File: src/rtl/seq_multiplier.sv
// rtl/seq_multiplier.sv - iterative shift-add WIDTH x WIDTH multiplier with valid/ready handshakes
// Optional feature macro: SEQ_MULT_SIGNED_EN (adds sgn input for two's complement operands)
module seq_multiplier #(
   parameter int WIDTH = 4
) (
   input  logic                 clk,
   input  logic                 rst_n,
`ifdef SEQ_MULT_SIGNED_EN
   input  logic                 sgn,
`endif
   input  logic                 in_valid,
   output logic                 in_ready,
   input  logic [WIDTH-1:0]     a,
   input  logic [WIDTH-1:0]     b,
   output logic                 out_valid,
   input  logic                 out_ready,
   output logic [2*WIDTH-1:0]   product,
   output logic                 busy
);

   localparam int CNT_W = $clog2(WIDTH) + 1;
   localparam logic [CNT_W-1:0] LAST_CNT = CNT_W'(WIDTH - 1);

   typedef enum logic [1:0] {
      S_IDLE = 2'd0,
      S_BUSY = 2'd1,
      S_DONE = 2'd2
   } state_t;

   state_t               r_state;
   state_t               w_next_state;
   logic [2*WIDTH-1:0]   r_mcand;
   logic [WIDTH-1:0]     r_mplier;
   logic [2*WIDTH-1:0]   r_acc;
   logic [CNT_W-1:0]     r_cnt;
   logic                 r_neg;
   logic [2*WIDTH-1:0]   r_product;

   logic                 w_accept;
   logic                 w_last;
   logic [WIDTH-1:0]     w_a_load;
   logic [WIDTH-1:0]     w_b_load;
   logic                 w_neg;
   logic [2*WIDTH-1:0]   w_addend;
   logic [2*WIDTH-1:0]   w_acc_next;
   logic [2*WIDTH-1:0]   w_result;

   assign w_accept = (r_state == S_IDLE) && in_valid;
   assign w_last   = (r_state == S_BUSY) && (r_cnt == LAST_CNT);

`ifdef SEQ_MULT_SIGNED_EN
   // Signed mode multiplies magnitudes; the most negative value maps to
   // 2^(WIDTH-1), which still fits as an unsigned WIDTH-bit magnitude.
   logic w_a_neg;
   logic w_b_neg;
   assign w_a_neg  = sgn & a[WIDTH-1];
   assign w_b_neg  = sgn & b[WIDTH-1];
   assign w_a_load = w_a_neg ? -a : a;
   assign w_b_load = w_b_neg ? -b : b;
   assign w_neg    = w_a_neg ^ w_b_neg;
`else
   assign w_a_load = a;
   assign w_b_load = b;
   assign w_neg    = 1'b0;
`endif

   // The multiplicand is pre-shifted each step, so the current partial
   // product is always r_mcand gated by the multiplier's low bit.
   assign w_addend   = r_mplier[0] ? r_mcand : '0;
   assign w_acc_next = r_acc + w_addend;
   assign w_result   = r_neg ? -w_acc_next : w_acc_next;

   // State register
   always_ff @(posedge clk or negedge rst_n) begin
      if (!rst_n) begin
         r_state <= S_IDLE;
      end else begin
         r_state <= w_next_state;
      end
   end

   // Next-state logic: accept in IDLE, WIDTH steps in BUSY, hold in DONE until taken
   always_comb begin
      w_next_state = r_state;
      case (r_state)
         S_IDLE: if (in_valid)  w_next_state = S_BUSY;
         S_BUSY: if (w_last)    w_next_state = S_DONE;
         S_DONE: if (out_ready) w_next_state = S_IDLE;
         default:               w_next_state = S_IDLE;
      endcase
   end

   // Handshake outputs decoded from the current state only
   always_comb begin
      in_ready  = 1'b0;
      out_valid = 1'b0;
      busy      = 1'b0;
      case (r_state)
         S_IDLE: in_ready = 1'b1;
         S_BUSY: busy = 1'b1;
         S_DONE: begin
            out_valid = 1'b1;
            busy      = 1'b1;
         end
         default: in_ready = 1'b0;
      endcase
   end

   // Datapath: latch operands on accept, one shift-add per BUSY cycle, result on DONE entry
   always_ff @(posedge clk or negedge rst_n) begin
      if (!rst_n) begin
         r_mcand   <= '0;
         r_mplier  <= '0;
         r_acc     <= '0;
         r_cnt     <= '0;
         r_neg     <= 1'b0;
         r_product <= '0;
      end else if (w_accept) begin
         r_mcand  <= {{WIDTH{1'b0}}, w_a_load};
         r_mplier <= w_b_load;
         r_acc    <= '0;
         r_cnt    <= '0;
         r_neg    <= w_neg;
      end else if (r_state == S_BUSY) begin
         r_acc    <= w_acc_next;
         r_mcand  <= r_mcand << 1;
         r_mplier <= r_mplier >> 1;
         r_cnt    <= r_cnt + 1'b1;
         if (w_last) begin
            r_product <= w_result;
         end
      end
   end

   assign product = r_product;

endmodule

File: config.mk
export PLATFORM = sky130hd
export DESIGN_NAME = seq_multiplier
export DESIGN_NICKNAME = d
export VERILOG_FILES = /design/src/rtl/seq_multiplier.sv
export SDC_FILE = /design/constraint.sdc
export NUM_CORES = 1
export LEC_CHECK = 0
export ABC_AREA = 1
export BUFFER_PORTS_ARGS = -buffer_cell sky130_fd_sc_hd__buf_2
export CORE_MARGIN = 2
export CORE_UTILIZATION = 45
export DETAILED_ROUTE_END_ITERATION = 8
export GPL_TIMING_DRIVEN = 0
export SETUP_SLACK_MARGIN = 0.1
export SYNTH_ARGS = -nofsm -noshare
export SYNTH_HDL_FRONTEND = slang
export SYNTH_SLANG_ARGS = --single-unit
File: constraint.sdc
create_clock -name clk -period 2.1 [get_ports clk]
set_input_delay 0.315 -clock clk [delete_from_list [all_inputs] [get_ports clk]]
set_output_delay 0.315 -clock clk [all_outputs]
set_load 0.02 [all_outputs]
==> parameters.txt <==
Parameter                              Value

GRT
  Global-route total usage across every layer    0.181
  Overflow left after global routing    0
  Maximum number of pins on one net before global-route repair    34
  First-pass GRT wire length    6120 um
  Number of global-route vias before repair    1375
  Antenna violations before repair    0

Synth
  Number of register bits inferred by synthesis    33
  Cell type with the largest total area after synthesis    dfrtp_1
  Post-synthesis sequential area ratio    0.449
  Adder-cell share of the synthesized area    0.0925
  Avg Inst Size Synth    8.72 um^2
  Leading post-synthesis cells by instance count    63 x nand2_1, 34 x inv_1, 33 x dfrtp_1
  Area share of xor/xnor cells in the synthesized design    0.0136
  Cell count after synthesis    211
  Synth Warn #    0
  Post-synth top area share    0.449
  Fraction of synthesis flops using an asynchronous set or reset pin    1.00
  EDFF count, synth    0
  Main combinational cell family by area after synthesis    simple AND/OR/NAND/NOR gates
  Syn Std Cell Area    1840 um^2
  Most instantiated library cell after synthesis    nand2_1
  Number of distinct library cells after synthesis    28
  Portion of netlist area occupied by mux cells    0
  Post-Synth Simple-Gate Area    0.254
  Most used DFF post-synth    dfrtp_1
  Top post-synthesis cells by area    dfrtp_1 45%, nand2_1 13%, ha_1 8.2%
  Post-synthesis compound-gate area fraction    0.102
  Synth Net Count    236

Placement
  Final GP Congestion    0.811
  Post-detail-place hpwl    2610 um
  IO Port Bufs    22

Clock tree
  Count of hold buffers inserted by post-cts repair    0
  Clock input transition at the sequential cells of the worst setup and hold paths    0.07 ns
  Buffer type at the clock tree root    clkbuf_8
  Count of H-tree levels built during CTS    2
  Clock tree sinks    33
  TritonCTS buffer count    5
  Clock Path Buffers    2
  Clock Latency Late Sink    0.28 ns
  TritonCTS clock tree    yes

Route
  Drc violations    0
  Number of nets with antenna violations after routing    0
  Top Layer Used    met4
  Number of iterations in the first detailed-routing pass    4
  Detailed-routing wirelength on met1    1730 um
  WL met3    117 um
  Routed via count divided by cell count    4.74
  Routed length per placed instance    12.4 um
  Sum of routed wire length over all layers    3610 um
  Starting DRT DRC Count    42
  Met2 wire length    1710 um
  Total via count after detailed routing    1374

Finish
  Final Core Density    0.530
  Share of layout cells above drive strength 1    0.221
  Synth-to-layout area growth    14.4%
  Number of inserted diodes    0
  Post-layout nets    265

Setup path
  Crit path capture type    register
  Critical setup path kind    reg2reg
  Critical-path maximum fanout    9
  Arrival time reported for the critical path endpoint    2.01 ns
  Sort of element at the start of the critical path    register
  Crit path required time    2.27 ns

Die
  Rows    23
  Placeable Area    3970 um^2
  Effective utilization at floorplan    0.463
  Die X    68.0 um
  Die Ht    68.0 um
  Die Outline Area    4620 um^2
  Number of ports placed on the die boundary    23

Timing
  Fin. Hold Viols    0
  Fin Clk Skew    0.00405 ns
  Max-slew violation count    0
  Period utilisation layout    0.876
  Highest attainable clock frequency    544 MHz
  RSZ-0062 raised after global routing    false
  Sum of negative setup slack    0 ns
  Headroom to the max-slew limit    0.500
  Final-report setup violation count    0
  Slew at the pin closest to its max-slew limit    0.750 ns
  Tightest hold margin    0.0992 ns
  Final worst path period need    1.84 ns

Run
  Maxcap violations    0

Worst hold path
  Class of the worst hold path    in2async

Power and ir drop
  Power density of the placed cells    1260 nW/um^2
  Static Leak    1.26 nW
  Worst vdd rail ir drop    0.910 mV

Status
  Result of the run    finished clean
stage by stage:
step	cells	setup slack [ns]	power, W	area (um^2)
after CTS	290	0.189	0.00269	2100
final	290	0.261	0.00266	2110
after global routing	290	0.114	0.00288	2110
after floorplan	211	0.367	0.00188	1840
after detailed placement	283	0.206	0.00220	2010
after global placement	283	0.231	0.00217	2010
cells in the final DEF, fill, tap and decap left out, drive strengths merged:
cell    instances
o21ai           9
inv            38
or2             2
xor2            1
xnor2           1
o22ai           5
nor2            4
ha             12
a22o            2
a21o            2
buf            26
clkbuf          7
a21oi           2
o211ai          3
nand3          16
o221ai          4
nand3b          2
dfrtp          33
fa              1
nand2          70
what timing repair did:
item / in CTS / in global routing
buffers inserted: 0 / 0
resized for setup: 0 / 2
setup endpoints to repair: 0 / 2
worst max-delay path: stages, from the launching register on:
cell	delay (ns)
dfrtp_1	0.34
buf_6	0.14
nand2_1	0.05
inv_1	0.05
ha_1	0.15
inv_1	0.05
fa_1	0.40
inv_1	0.07
nand2_1	0.06
nand2_2	0.10
nand3b_4	0.08
nand2_1	0.06
nand2_1	0.06
nand3_1	0.07
nand2_1	0.05
sequential cells by signal, summed over array words and instances (netlist names):
name and flops:
product 8, r_mcand 8, r_acc 8, r_state 2, r_mplier 4, r_cnt 3
cells by family after synthesis:
family                     count (synthesis)
AOI/OAI and AO/OA                         27
xor gates and xnor gates                   2
adders and majority gates                 13
buffers and inverters                     42
DFF                                       33
and+or+nand+nor                           94
layer usage:
metal,track usage,vias up
li1,-,724
met1,0.217,621
met2,0.314,25
met3,0.0461,4
met4,0.0600,0
met5,0,-
report_power, final:
part	internal [W]	switching [W]	total (W)	leakage (nW)
clock network	0.000260	0.000220	0.000480	0.0443
logic	0.000433	0.000782	0.00121	0.776
registers	0.000850	0.000115	0.000965	0.443
final timing paths:
| path | startpoint | to | slack, ns | depth (start not counted) |
|---|---|---|---|---|
| worst max-delay path | r_mplier[0] | product[6] | 0.26 | 14 |
| worst min-delay path | rst_n | product[2] | 0.1 | 1 |
| worst max register to register | r_mplier[0] | product[6] | 0.26 | 14 |
| worst min register to register | product[2] | product[2] | 0.48 | 2 |
| max in group asynchronous | rst_n | r_cnt[0] | 1.52 | 1 |
| min in group clk | a[0] | r_mcand[0] | 0.24 | 3 |
final cells by class:
class | instances | area, um^2
Buffer | 4 | 26.3
Clock buffer | 7 | 86.3
Fill cell | 381 | 1870
Inverter | 38 | 143
Multi-Input combinational cell | 136 | 852
Sequential cell | 33 | 826
Tap cell | 50 | 62.6
Timing Repair Buffer | 22 | 110
No activity file was read; power rests on OpenSTA's default activity.
